$ cat src/rtl/egg_countdown_pkg.sv
// egg_pkg: shared definitions for the egg-timer countdown.
//   egg_state_e : FSM state encoding (IDLE/RUN/PAUSE/DONE)
//   BCD_ZERO    : 00 in BCD
//   BCD_SEC_MAX : largest legal seconds value (59)
//   bcd_clamp   : force a BCD byte into range (units <= 9, tens <= tens_max)
//   bcd_dec     : decrement a packed MM:SS BCD value, saturating at 00:00
package egg_pkg;

  typedef enum logic [1:0] {
    ST_IDLE  = 2'd0,
    ST_RUN   = 2'd1,
    ST_PAUSE = 2'd2,
    ST_DONE  = 2'd3
  } egg_state_e;

  localparam logic [7:0]  BCD_ZERO    = 8'h00;
  localparam logic [7:0]  BCD_SEC_MAX = 8'h59;
  localparam logic [15:0] MMSS_ZERO   = 16'h0000;
  localparam logic [15:0] MMSS_ONE    = 16'h0001;

  function automatic logic [7:0] bcd_clamp(input logic [7:0] v, input logic [3:0] tens_max);
    logic [3:0] t;
    logic [3:0] u;
    t = (v[7:4] > tens_max) ? tens_max : v[7:4];
    u = (v[3:0] > 4'd9) ? 4'd9 : v[3:0];
    return {t, u};
  endfunction

  // Digit-wise borrow chain: seconds units wrap to 9, seconds tens to 5,
  // minutes units to 9. 00:00 is returned unchanged.
  function automatic logic [15:0] bcd_dec(input logic [15:0] mmss);
    logic [3:0]  mt;
    logic [3:0]  mu;
    logic [3:0]  st;
    logic [3:0]  su;
    logic [15:0] r;
    {mt, mu, st, su} = mmss;
    if (mmss == MMSS_ZERO) begin
      r = mmss;
    end else begin
      if (su != 4'd0) begin
        su = su - 4'd1;
      end else begin
        su = 4'd9;
        if (st != 4'd0) begin
          st = st - 4'd1;
        end else begin
          st = 4'd5;
          if (mu != 4'd0) begin
            mu = mu - 4'd1;
          end else begin
            mu = 4'd9;
            mt = mt - 4'd1;
          end
        end
      end
      r = {mt, mu, st, su};
    end
    return r;
  endfunction

endpackage

$ cat src/rtl/egg_countdown_tick_sync_edge.sv
// tick_sync_edge: brings a slow square wave into the clk_in domain and emits
// a one-cycle strobe on every rising edge of it.
//   clk_in   in  fast clock
//   reset    in  asynchronous active-low reset
//   tick_in  in  slow asynchronous square wave
//   sec_tick out one-cycle strobe per tick_in rising edge
// Parameter SYNC_STAGES (>= 2) sets the synchroniser depth.
module tick_sync_edge
  import egg_pkg::*;
#(
  parameter int SYNC_STAGES = 2
) (
  input  logic clk_in,
  input  logic reset,
  input  logic tick_in,
  output logic sec_tick
);

  logic [SYNC_STAGES-1:0] sync_q;
  logic [SYNC_STAGES-1:0] vld_q;
  logic                   edge_q;
  logic                   armed_q;
  logic                   sync_out_s;

  assign sync_out_s = sync_q[SYNC_STAGES-1];

  // Synchroniser chain, edge flop and arming logic.
  // The detector is armed only after a genuine low has come out of a fully
  // refilled synchroniser, so a wave that is already high when reset is
  // released does not produce a spurious strobe.
  always_ff @(posedge clk_in or negedge reset) begin
    if (!reset) begin
      sync_q  <= '0;
      vld_q   <= '0;
      edge_q  <= 1'b0;
      armed_q <= 1'b0;
    end else begin
      sync_q  <= {sync_q[SYNC_STAGES-2:0], tick_in};
      vld_q   <= {vld_q[SYNC_STAGES-2:0], 1'b1};
      edge_q  <= sync_out_s;
      armed_q <= armed_q | (vld_q[SYNC_STAGES-1] & ~sync_out_s);
    end
  end

  assign sec_tick = sync_out_s & ~edge_q & armed_q;

endmodule

$ cat src/rtl/egg_countdown.sv
// egg_countdown: MM:SS BCD countdown timer driven by a 1 Hz square wave.
//   clk_in           in  fast system clock
//   reset            in  asynchronous active-low reset
//   tick_in          in  1 Hz square wave, one second per rising edge
//   load             in  load min_set/sec_set (clamped to legal BCD)
//   min_set/sec_set  in  BCD preset values
//   start/stop/clear in  control pulses (clear > load > stop > start > tick)
//   min_bcd/sec_bcd  out current count, BCD
//   running          out high in RUN
//   done             out high in DONE
//   alarm            out buzzer/LED drive
// Build option EGG_ALARM_BLINK_EN: alarm blinks for ALARM_TICKS seconds on
// reaching DONE, then holds low. Without it alarm follows done.
module egg_countdown
  import egg_pkg::*;
#(
  parameter int SYNC_STAGES = 2,
  parameter int ALARM_TICKS = 10
) (
  input  logic       clk_in,
  input  logic       reset,
  input  logic       tick_in,
  input  logic       load,
  input  logic [7:0] min_set,
  input  logic [7:0] sec_set,
  input  logic       start,
  input  logic       stop,
  input  logic       clear,
  output logic [7:0] min_bcd,
  output logic [7:0] sec_bcd,
  output logic       running,
  output logic       done,
  output logic       alarm
);

  localparam logic [7:0] ALARM_RELOAD = 8'(ALARM_TICKS);

  egg_state_e  state_q, state_d;
  logic [15:0] cnt_q, cnt_d;
  logic        running_q, running_d;
  logic        done_q, done_d;
  logic        alarm_q, alarm_d;
  logic        sec_tick_s;
  logic        cnt_zero_s;
  logic [15:0] load_val_s;

  tick_sync_edge #(
    .SYNC_STAGES(SYNC_STAGES)
  ) u_tick (
    .clk_in  (clk_in),
    .reset   (reset),
    .tick_in (tick_in),
    .sec_tick(sec_tick_s)
  );

  assign cnt_zero_s = (cnt_q == MMSS_ZERO);
  assign load_val_s = {bcd_clamp(min_set, 4'd9), bcd_clamp(sec_set, BCD_SEC_MAX[7:4])};

  // Next-state and next-count logic.
  always_comb begin
    state_d = state_q;
    cnt_d   = cnt_q;
    case (state_q)
      ST_IDLE: begin
        if (clear) begin
          cnt_d = MMSS_ZERO;
        end else if (load) begin
          cnt_d = load_val_s;
        end else if (stop) begin
          state_d = ST_IDLE;
        end else if (start && !cnt_zero_s) begin
          state_d = ST_RUN;
        end else begin
          state_d = ST_IDLE;
        end
      end
      ST_RUN: begin
        // load/start have no effect while counting; stop swallows a
        // coincident tick.
        if (clear) begin
          state_d = ST_IDLE;
          cnt_d   = MMSS_ZERO;
        end else if (stop) begin
          state_d = ST_PAUSE;
        end else if (sec_tick_s) begin
          cnt_d = bcd_dec(cnt_q);
          if (cnt_q == MMSS_ONE) begin
            state_d = ST_DONE;
          end else begin
            state_d = ST_RUN;
          end
        end else begin
          state_d = ST_RUN;
        end
      end
      ST_PAUSE: begin
        if (clear) begin
          state_d = ST_IDLE;
          cnt_d   = MMSS_ZERO;
        end else if (load) begin
          cnt_d = load_val_s;
        end else if (stop) begin
          state_d = ST_PAUSE;
        end else if (start && !cnt_zero_s) begin
          state_d = ST_RUN;
        end else begin
          state_d = ST_PAUSE;
        end
      end
      ST_DONE: begin
        if (clear) begin
          state_d = ST_IDLE;
        end else if (load) begin
          state_d = ST_IDLE;
          cnt_d   = load_val_s;
        end else begin
          state_d = ST_DONE;
        end
      end
      default: begin
        state_d = ST_IDLE;
        cnt_d   = MMSS_ZERO;
      end
    endcase
    running_d = (state_d == ST_RUN);
    done_d    = (state_d == ST_DONE);
  end

  // State, count and status flag registers.
  always_ff @(posedge clk_in or negedge reset) begin
    if (!reset) begin
      state_q   <= ST_IDLE;
      cnt_q     <= MMSS_ZERO;
      running_q <= 1'b0;
      done_q    <= 1'b0;
    end else begin
      state_q   <= state_d;
      cnt_q     <= cnt_d;
      running_q <= running_d;
      done_q    <= done_d;
    end
  end

`ifdef EGG_ALARM_BLINK_EN
  logic [7:0] blink_q, blink_d;

  // Blink sequencer: high on entry to DONE, toggles per tick, and the last
  // of the ALARM_TICKS ticks forces it low for good.
  always_comb begin
    blink_d = blink_q;
    alarm_d = alarm_q;
    if (state_d != ST_DONE) begin
      blink_d = 8'd0;
      alarm_d = 1'b0;
    end else if (state_q != ST_DONE) begin
      blink_d = ALARM_RELOAD;
      alarm_d = 1'b1;
    end else if (sec_tick_s && (blink_q != 8'd0)) begin
      blink_d = blink_q - 8'd1;
      alarm_d = (blink_q == 8'd1) ? 1'b0 : ~alarm_q;
    end else begin
      blink_d = blink_q;
    end
  end

  // Blink counter and alarm registers.
  always_ff @(posedge clk_in or negedge reset) begin
    if (!reset) begin
      blink_q <= 8'd0;
      alarm_q <= 1'b0;
    end else begin
      blink_q <= blink_d;
      alarm_q <= alarm_d;
    end
  end
`else
  logic unused_alarm_cfg;
  assign unused_alarm_cfg = ^ALARM_RELOAD;

  // Steady alarm: mirrors the DONE state.
  always_comb begin
    alarm_d = (state_d == ST_DONE);
  end

  // Alarm register.
  always_ff @(posedge clk_in or negedge reset) begin
    if (!reset) begin
      alarm_q <= 1'b0;
    end else begin
      alarm_q <= alarm_d;
    end
  end
`endif

  assign min_bcd = cnt_q[15:8];
  assign sec_bcd = cnt_q[7:0];
  assign running = running_q;
  assign done    = done_q;
  assign alarm   = alarm_q;

endmodule

$ cat config.mk
export PLATFORM = sky130hd
export DESIGN_NAME = egg_countdown
export DESIGN_NICKNAME = d
export VERILOG_FILES = /design/src/rtl/egg_countdown_pkg.sv /design/src/rtl/egg_countdown_tick_sync_edge.sv /design/src/rtl/egg_countdown.sv
export SDC_FILE = /design/constraint.sdc
export NUM_CORES = 1
export LEC_CHECK = 0
export BUFFER_PORTS_ARGS = -buffer_cell sky130_fd_sc_hd__buf_2
export CELL_PAD_IN_SITES_DETAIL_PLACEMENT = 0
export CELL_PAD_IN_SITES_GLOBAL_PLACEMENT = 1
export CORE_MARGIN = 1
export CORE_UTILIZATION = 43
export CTS_BUF_LIST = sky130_fd_sc_hd__clkbuf_16
export DETAILED_ROUTE_END_ITERATION = 8
export PLACE_DENSITY_LB_ADDON = 0.1
export REMOVE_ABC_BUFFERS = 1
export SYNTH_ARGS = -nofsm -noshare
export SYNTH_HDL_FRONTEND = slang
export SYNTH_SLANG_ARGS = --single-unit
$ cat constraint.sdc
create_clock -name clk_in -period 4.8 [get_ports clk_in]
set_clock_uncertainty 0.05 [all_clocks]
set_input_delay 0.48 -clock clk_in [delete_from_list [all_inputs] [get_ports clk_in]]
set_output_delay 0.48 -clock clk_in [all_outputs]
set_load 0.1 [all_outputs]
==> flow_metrics.py, run 1 <==
metrics = {
    "clock_tree": {
        "cts_sinks": 26,
        "cts_resized": 0,
        "path_clk_slew_ps": 70,
        "cts_buffer_depth": 2,
        "htreeDepth": 1,
        "numCtsBuffers": 3,
        "cts-root-buf": "clkbuf_16",
        "cts_tree": "yes",
        "clkLatencyLatePin_ps": 260,
        "hold_buffers": 0,
        "post_cts_buffers": 0,
    },
    "sta": {
        "hold_violations": 0,
        "fmax_ghz": 0.459,
        "finalCritPeriodShare_pct": 45.4,
        "hold_ws_ps": 161,
        "setup_viol": 0,
        "fin_setup_tns_ps": 0,
        "period_needed_ps": 2180,
        "rsz0062_at_grt": "no",
        "drv_slew": 0,
        "worst_pin_slew_ps": 781,
        "maxSlewHeadroom_pct": 47.7,
    },
    "place": {
        "port-buffer-count": 41,
        "placed_cell_area_mm2": 0.00200,
        "hpwlAfterDp_um": 3310,
        "place.gp.congestion": 0.897,
        "dp_cells": 269,
    },
    "final_layout": {
        "fin_cells": 273,
        "drive_above_1_share_pct": 29.1,
        "postLayoutCellArea_mm2": 0.00210,
        "final_cell_mix": "41 x buf_2, 26 x dfrtp_1, 16 x nand2_1",
        "diodes": 0,
        "final_common_cell": "buf_2",
        "fill_cells": 396,
        "fin_nets": 253,
        "area_growth_pct": 17.7,
    },
    "critical_path": {
        "start_kind": "flop",
        "arrival_ps": 2280,
        "required_ps": 4910,
        "cp-end-kind": "flop",
        "crit_type": "reg -> reg",
        "path_max_fanout": 8,
    },
    "global_routing": {
        "grt_pass1_vias": 1498,
        "antenna_found_initial": 0,
        "grt_max_degree": 27,
        "grt_usage_pct": 21.4,
        "grt_pass1_wl_um": 7110,
        "overflow": 0,
    },
    "synthesis": {
        "ys_seq_elements": 26,
        "yosysUniqueCellTypes": 59,
        "synth_ff_type": "dfrtp_1",
        "synth_cells": 187,
        "syn-mean-instance-area_um2": 9.54,
        "ys.warnings.count": 0,
        "synth_edf_count": 0,
        "syn_area_mm2": 0.00178,
        "async_reset_ff_share_pct": 100,
        "ys_seq_area_share_pct": 36.5,
    },
    "route": {
        "drt-vias-per-instance": 5.88,
        "drt_pass1_iterations": 4,
        "wl_per_cell_um": 15.9,
        "initialDrtViolationCount": 75,
        "routed_wl_um": 4350,
        "route.detailed.drc": 0,
        "vias": 1605,
        "ant_nets": 0,
    },
    "power_and_ir_drop": {
        "ir_drop_mv": 0.172,
        "p_leak_uw": 0.000967,
        "power_density_mw_per_mm2": 391,
    },
    "run_status": {
        "outcome": "completed",
    },
    "worst_hold_path": {
        "hp-class": "in -> async",
    },
    "floorplanning": {
        "die_height_um": 66.4,
        "rows": 23,
        "initial_utilization_pct": 44.6,
        "num_io_pins": 42,
        "core_mm2": 0.00400,
        "fp.dieArea_mm2": 0.00441,
        "die_w_um": 66.4,
    },
    "run": {
        "maxCapViolations": 0,
    },
}
[kinds of logic after synthesis]
group,synth area share [%]
AOI/OAI and AO/OA,30.5
and+or+nand+nor,21.8
DFF,36.5
buffers and inverters,5.26
adders and majority gates,4.21
xor gates and xnor gates,0.982
other,0.210
muxes,0.561
[final cells by class]
type / count / area (µm²) / area share [%]
inverters: 10 / 37.5 / 1.79
flip-flops and latches: 26 / 651 / 31.0
multi-input cells: 142 / 1040 / 49.5
clock inverters: 1 / 30.0 / 1.43
well taps: 50 / 62.6 / 2.98
repair buffers: 41 / 205 / 9.77
clock buffers: 3 / 75.1 / 3.57
[metrics by stage]
| stage | power [µW] | util, % | worst slack [ps] |
|---|---|---|---|
| 2_1_floorplan | 512 | - | 2250 |
| 3_3_place_gp | 579 | 49.9 | 2630 |
| 3_5_place_dp | 580 | 49.9 | 2640 |
| 4_1_cts | 826 | 52.5 | 2630 |
| 5_1_grt | 860 | 52.5 | 2470 |
| 6_report | 822 | 52.5 | 2620 |
[synth_stat cells, drive strengths merged, types with 2 or more instances]
cell type  instances  share of area, %
inv               10               2.1
nor3               3              0.84
o31ai              6               2.5
a31oi              3               1.1
nand2b             5               1.8
clkbuf             2              0.42
nor3b              6               4.3
a21oi              9               2.7
nor4               2               1.1
or3b               3               1.6
a21o               2              0.84
a22o               2              0.98
dfrtp             26                36
nand2             18               4.1
a41oi              2               2.5
a22oi              2              0.84
buf                7               2.7
o21a               2              0.84
o2111ai            2              0.98
ha                 6               4.2
nor2              15               3.2
nor2b              3               1.1
o2bb2ai            7               3.4
o211ai             2              0.84
o21ai             11               3.5
a31o               2              0.98
nand3              6               2.0
a32oi              5               2.5
[sequential cells by signal (all words and copies together) (netlist names)]
signal	flops
cnt_q	16
state_q	2
u_tick.sync_q	2
u_tick.vld_q	2
alarm	1
running	1
u_tick.armed_q	1
u_tick.edge_q	1
[layer usage]
| metal | GRT usage, % | wire, µm | vias to the layer above |
|---|---|---|---|
| li1 | - | - | 781 |
| met1 | 29.9 | 2070 | 775 |
| met2 | 33.9 | 2040 | 42 |
| met3 | 3.45 | 176 | 7 |
| met4 | 5.59 | 58 | 0 |
| met5 | 0 | 0 | - |
[power by group]
group	internal [µW]	switching [µW]	total (µW)	leakage (µW)
registers	238	26.5	264	0.000335
logic	84.4	229	313	0.000581
clock network	166	78.5	245	0.0000511
total	488	334	822	0.000967
[critical path, cell delays in order, from the launching register on]
cell and delay (ps):
dfrtp_1 390, inv_1 130, ha_1 230, nor3b_4 390
a41oi_4 220, a21oi_2 380, a21oi_1 70, o22a_1 220
[worst paths after layout]
kind	to	startpoint	depth (start not counted)	slack, ps
setup / recovery	cnt_q[0]	cnt_q[8]	7	2620
hold / removal	cnt_q[5]	reset	1	160
setup reg to reg	cnt_q[0]	cnt_q[8]	7	2620
hold reg to reg	u_tick.vld_q[1]	u_tick.vld_q[0]	0	310
max in group asynchronous	cnt_q[14]	reset	1	4150
min in group clk_in	u_tick.sync_q[0]	tick_in	1	270
Power figures use the tool's default switching activity.
==> run 2: changes to the inputs <==
--- a/config.mk
+++ b/config.mk
@@ -5,11 +5,12 @@
 export SDC_FILE = /design/constraint.sdc
 export NUM_CORES = 1
 export LEC_CHECK = 0
+export ABC_AREA = 1
 export BUFFER_PORTS_ARGS = -buffer_cell sky130_fd_sc_hd__buf_2
 export CELL_PAD_IN_SITES_DETAIL_PLACEMENT = 0
 export CELL_PAD_IN_SITES_GLOBAL_PLACEMENT = 1
 export CORE_MARGIN = 1
-export CORE_UTILIZATION = 43
+export CORE_UTILIZATION = 37
 export CTS_BUF_LIST = sky130_fd_sc_hd__clkbuf_16
 export DETAILED_ROUTE_END_ITERATION = 8
 export PLACE_DENSITY_LB_ADDON = 0.1
==> constraint.sdc (replaced) <==
create_clock -name clk_in -period 2.3 [get_ports clk_in]
set_clock_uncertainty 0.05 [all_clocks]
set_input_delay 0.23 -clock clk_in [delete_from_list [all_inputs] [get_ports clk_in]]
set_output_delay 0.23 -clock clk_in [all_outputs]
set_load 0.1 [all_outputs]
==> flow_metrics.py, run 2 <==
metrics = {
    "run_status": {
        "outcome": "completed",
    },
    "sta": {
        "hold_violations": 0,
        "drv_slew": 0,
        "finalCritPeriodShare_pct": 80.0,
        "fin_setup_tns_ps": 0,
        "fmax_ghz": 0.544,
        "period_needed_ps": 1840,
        "maxSlewHeadroom_pct": 59.3,
        "worst_pin_slew_ps": 610,
        "rsz0062_at_grt": "no",
        "setup_viol": 0,
    },
    "route": {
        "ant_nets": 0,
        "vias": 1796,
        "drt_pass1_iterations": 4,
        "initialDrtViolationCount": 114,
        "route.detailed.drc": 0,
        "wl_per_cell_um": 12.9,
        "drt-vias-per-instance": 5.04,
        "routed_wl_um": 4580,
    },
    "synthesis": {
        "yosys.area.top_type": "dfrtp_1",
        "yosys-top-cells-area": "dfrtp_1 36%, nand2_1 16%, nand3_1 7.2%",
        "syn_area_mm2": 0.00180,
        "yosys-top-cells-count": "75 x nand2_1, 32 x inv_1, 27 x nor2_1, 26 x dfrtp_1, 26 x nand3_1",
        "ys_seq_elements": 26,
        "ys_seq_area_share_pct": 36.2,
        "async_reset_ff_share_pct": 100,
        "yosysUniqueCellTypes": 28,
        "synth_ff_type": "dfrtp_1",
        "synth_top_area_share_pct": 36.2,
        "syn-mean-instance-area_um2": 6.83,
        "synth_edf_count": 0,
        "synth_cells": 263,
        "ys.warnings.count": 0,
        "yosysMostFrequentCell": "nand2_1",
    },
    "final_layout": {
        "fin_nets": 334,
        "top_register": "cnt_q",
        "area_growth_pct": 19.6,
        "drive_above_1_share_pct": 19.1,
        "fin_cells": 356,
        "fill_cells": 485,
        "largest_reg_flops": 16,
        "final_common_cell": "nand2_1",
        "final_cell_mix": "75 x nand2_1, 41 x buf_2, 32 x inv_1",
        "diodes": 0,
    },
    "critical_path": {
        "start_kind": "flop",
        "crit_type": "reg -> reg",
        "required_ps": 2450,
        "arrival_ps": 1990,
        "path_max_fanout": 19,
        "cp-end-kind": "flop",
    },
    "power_and_ir_drop": {
        "p_clk_share_pct": 31.9,
        "power.switching_uw": 650,
        "p_leak_uw": 0.00118,
        "combinationalPowerShare_pct": 35.0,
        "p_int_uw": 975,
        "sw_frac_of_total_pct": 40.0,
        "ir_drop_mv": 0.291,
        "power_density_mw_per_mm2": 757,
        "p_seq_share_pct": 33.1,
    },
    "floorplanning": {
        "die_w_um": 71.7,
        "initial_utilization_pct": 39.9,
        "fp.dieArea_mm2": 0.00514,
        "die_height_um": 71.7,
        "rows": 24,
        "core_mm2": 0.00450,
        "num_io_pins": 42,
    },
    "clock_tree": {
        "clkLatencyLatePin_ps": 260,
        "htreeDepth": 1,
        "numCtsBuffers": 3,
        "path_clk_slew_ps": 70,
        "cts_sinks": 26,
        "cts-root-buf": "clkbuf_16",
        "cts_tree": "yes",
        "cts_buffer_depth": 2,
        "post_cts_buffers": 0,
    },
    "place": {
        "port-buffer-count": 41,
        "dp_cells": 351,
        "hpwlAfterDp_um": 3380,
        "place.gp.congestion": 0.792,
    },
    "worst_hold_path": {
        "hp-class": "in -> reg",
    },
    "global_routing": {
        "grt_max_degree": 27,
        "grt_pass1_vias": 1602,
        "grt_usage_pct": 19.1,
        "overflow": 0,
        "grt_pass1_wl_um": 7700,
        "antenna_found_initial": 0,
    },
    "run": {
        "maxCapViolations": 0,
    },
}
==> run 2: changes by cell type in the layout (fill, tap and decap cells not counted), moves of 12 or more <==
cell,previous run,this run
o21ai_0,6,20
nor2_1,15,27
nand3_1,5,26
nand2_1,16,75
inv_1,10,32
==> run 2: layout make-up <==
cell class	instances	area, µm²	share of cell area (%)
flip-flops and latches	26	651	30.3
clock buffers	3	75.1	3.50
multi-input cells	195	965	44.9
clock inverters	1	30.0	1.40
well taps	52	65.1	3.03
repair buffers	44	230	10.7
inverters	35	131	6.12
==> run 2: final timing paths <==
| check | from | endpoint | slack [ps] | cells after the start |
|---|---|---|---|---|
| worst max-delay path | cnt_q[8] | cnt_q[6] | 460 | 10 |
| worst min-delay path | tick_in | u_tick.sync_q[0] | 20 | 1 |
| worst max register to register | cnt_q[8] | cnt_q[6] | 460 | 10 |
| worst min register to register | u_tick.sync_q[0] | u_tick.sync_q[1] | 300 | 0 |
| max in group asynchronous | reset | u_tick.armed_q | 1340 | 2 |
| min in group asynchronous | reset | cnt_q[5] | 460 | 2 |
==> run 2: timing repair <==
action,in CTS,in global routing
setup endpoints to repair,0,0
gates resized for setup,0,0
endpoints found under the hold margin,26,0
hold buffers,1,0
==> run 2: per-layer routing <==
metal  global-route usage, %  wire length, µm  up-vias
met5                       0                0        -
met4                    5.23               46        0
met3                    2.53              225        5
met2                    29.5             2000       54
met1                    28.2             2310      804
li1                        -                -      933
==> run 2: kinds of logic after synthesis <==
kind of cell	share of synthesized area, %
AO/OA/AOI/OAI	11.8
XOR/XNOR	1.95
adder cells (fa/ha/maj)	4.18
buffers and inverters	10.0
flip-flops	36.2
other	0.209
AND/OR/NAND/NOR	35.6
==> run 2: per-stage QoR <==
stage          cell area [µm²]  util, %  total power (µW)  hold WS [ps]  setup WS, ps
6_report                  2150     47.7              1630          20.8           461
5_1_grt                   2150     47.7              1710          17.4           278
3_5_place_dp              2030     45.1              1120           236           457
3_3_place_gp              2030     45.1              1120           234           519
4_1_cts                   2150     47.7              1640          18.6           433
2_1_floorplan             1750        -               988          -116          7.84
==> run 2: power by group through the flow <==
stage	clock (µW)	combinational, µW	sequential, µW
2_1_floorplan	0	209	779
3_3_place_gp	0	571	547
3_5_place_dp	0	569	548
4_1_cts	529	572	539
5_1_grt	542	623	547
6_report	518	569	539
==> run 2: critical path, stage by stage (launching register included) <==
cell and delay (ps):
dfrtp_1 420, inv_1 130, ha_1 230, nand3_2 120
nor2_1 160, nand2_1 110, nand2_2 90, nand2_4 130
nand3_1 190, nand2_1 80, nand2_1 60
==> run 3: changes to the inputs <==
==> constraint.sdc (replaced) <==
create_clock -name clk_in -period 1.8 [get_ports clk_in]
set_clock_uncertainty 0.05 [all_clocks]
set_input_delay 0.18 -clock clk_in [delete_from_list [all_inputs] [get_ports clk_in]]
set_output_delay 0.18 -clock clk_in [all_outputs]
set_load 0.1 [all_outputs]
==> flow_metrics.py, run 3 (synthesized netlist as in run 2, its figures left out) <==
metrics = {
    "final_layout": {
        "final_cell_mix": "74 x nand2_1, 41 x buf_2, 31 x inv_1",
        "final_util_pct": 50.0,
        "fin_cells": 365,
        "area_growth_pct": 25.5,
        "fill_cells": 478,
        "diodes": 0,
        "top_register": "cnt_q",
        "drive_above_1_share_pct": 23.6,
        "seq_area_um2": 651,
        "final_common_cell": "nand2_1",
        "multi_input_area_mm2": 0.00100,
        "largest_reg_flops": 16,
        "fin_nets": 343,
    },
    "route": {
        "met1_length_um": 2310,
        "drt_pass1_iterations": 4,
        "drt-vias-per-instance": 4.98,
        "ant_nets": 0,
        "wl_per_cell_um": 12.9,
        "routed_wl_um": 4720,
        "initialDrtViolationCount": 111,
        "highest_layer": "met4",
        "route.detailed.drc": 0,
        "wl_met2_um": 2120,
        "vias": 1819,
        "met3WireLength_um": 241,
    },
    "global_routing": {
        "antenna_found_initial": 0,
        "grt_max_degree": 27,
        "grt_usage_pct": 19.4,
        "overflow": 0,
        "grt_pass1_vias": 1602,
        "grt_pass1_wl_um": 7820,
    },
    "critical_path": {
        "crit_type": "reg -> reg",
        "required_ps": 1940,
        "arrival_ps": 1800,
        "cp_slowest_cell": "dfrtp_1",
        "path_common_cell": "nand2_1",
        "slowest_delay_ps": 410,
        "start_kind": "flop",
        "cp-end-kind": "flop",
        "path_max_fanout": 19,
        "cp_cell_sequence": "inv_1, ha_2, nand3_2, nor2_2, nand2_1, nand2_2, nand2_8, nand2_4, nand2_1, o21ai_1",
    },
    "floorplanning": {
        "die_height_um": 71.7,
        "initial_utilization_pct": 39.9,
        "num_io_pins": 42,
        "fp.dieArea_mm2": 0.00514,
        "rows": 24,
        "die_w_um": 71.7,
        "core_mm2": 0.00450,
    },
    "place": {
        "port-buffer-count": 41,
        "pre_cts_ws_ps": -5.96,
        "hpwlAfterDp_um": 3510,
        "place.gp.congestion": 0.804,
        "dp_cells": 358,
    },
    "clock_tree": {
        "cts_sinks": 26,
        "clkLatencyLatePin_ps": 270,
        "cts-root-buf": "clkbuf_16",
        "path_clk_slew_ps": 70,
        "cts_tree": "yes",
        "numCtsBuffers": 3,
        "htreeDepth": 1,
        "cts_buffer_depth": 2,
    },
    "sta": {
        "period_needed_ps": 1660,
        "hold_violations": 0,
        "fmax_ghz": 0.602,
        "setup_viol": 0,
        "drv_slew": 0,
        "finalCritPeriodShare_pct": 92.3,
        "maxSlewHeadroom_pct": 58.9,
        "worst_pin_slew_ps": 617,
        "finalWorstSetupSlack_ps": 139,
    },
    "power_and_ir_drop": {
        "p_leak_uw": 0.00123,
        "power_density_mw_per_mm2": 942,
        "ir_drop_mv": 0.489,
    },
    "run": {
        "maxCapViolations": 0,
    },
    "worst_hold_path": {
        "hp-class": "in -> reg",
    },
    "run_status": {
        "outcome": "completed",
    },
}
run 3: changes by cell type in the layout (fill, tap and decap cells not counted), moves of 2 or more:
cell	change
buf_4	+8
nand3_2	+2
nand3_1	-2
ha_1	-2
nor2_2	+2
ha_2	+2
nor2_1	-2
run 3: final cells by class:
cell class,count,area share [%]
clock buffers,3,3.33
well taps,52,2.89
repair buffers,53,13.3
multi-input cells,195,44.4
flip-flops and latches,26,28.9
inverters,35,5.83
clock inverters,1,1.33
run 3: worst max-delay path, delay by kind of cell, from the launching register on:
family          cells  cell delay (ps)
fa+ha+maj           1              220
simple gates        7              720
buf+inv             1              110
flops               1              410
compound gates      1               60
run 3: metrics by stage:
| stage | hold slack [ps] | power, µW | instance area (µm²) | setup TNS (ps) |
|---|---|---|---|---|
| finish | 245 | 2120 | 2250 | 0 |
| global route | 267 | 2240 | 2250 | -8.68 |
| CTS | 240 | 2120 | 2220 | 0 |
| detailed placement | 186 | 1450 | 2080 | -7.73 |
| global placement | 179 | 1450 | 2080 | 0 |
| floorplan | -166 | 1260 | 1750 | -8460 |
run 3: repair_timing:
action,4_1_cts,5_1_grt
gates resized for setup,3,7
setup endpoints to repair,9,16
hold buffers,2,0
setup buffers,0,1
endpoints found under the hold margin,27,0
run 3: layer usage:
| metal | GRT usage (%) | up-vias |
|---|---|---|
| met5 | 0 | - |
| met4 | 5.23 | 0 |
| met3 | 2.67 | 4 |
| met2 | 29.2 | 53 |
| met1 | 28.9 | 806 |
| li1 | - | 956 |
run 3: path summary, 6_finish.rpt:
kind	startpoint	slack, ps	end	cells past startpoint
worst min-delay path	clear	250	state_q[1]	4
worst max-delay path	cnt_q[1]	140	cnt_q[13]	10
worst max register to register	cnt_q[1]	140	cnt_q[13]	10
max in group asynchronous	reset	880	cnt_q[9]	2
min in group asynchronous	reset	410	cnt_q[4]	2
worst min register to register	u_tick.vld_q[0]	300	u_tick.vld_q[1]	0
run 3: power by group:
part | internal, µW | leakage, µW | switching, µW
sequential | 632 | 0.000332 | 49.8
combinational | 198 | 0.000847 | 577
clock | 443 | 0.0000511 | 221
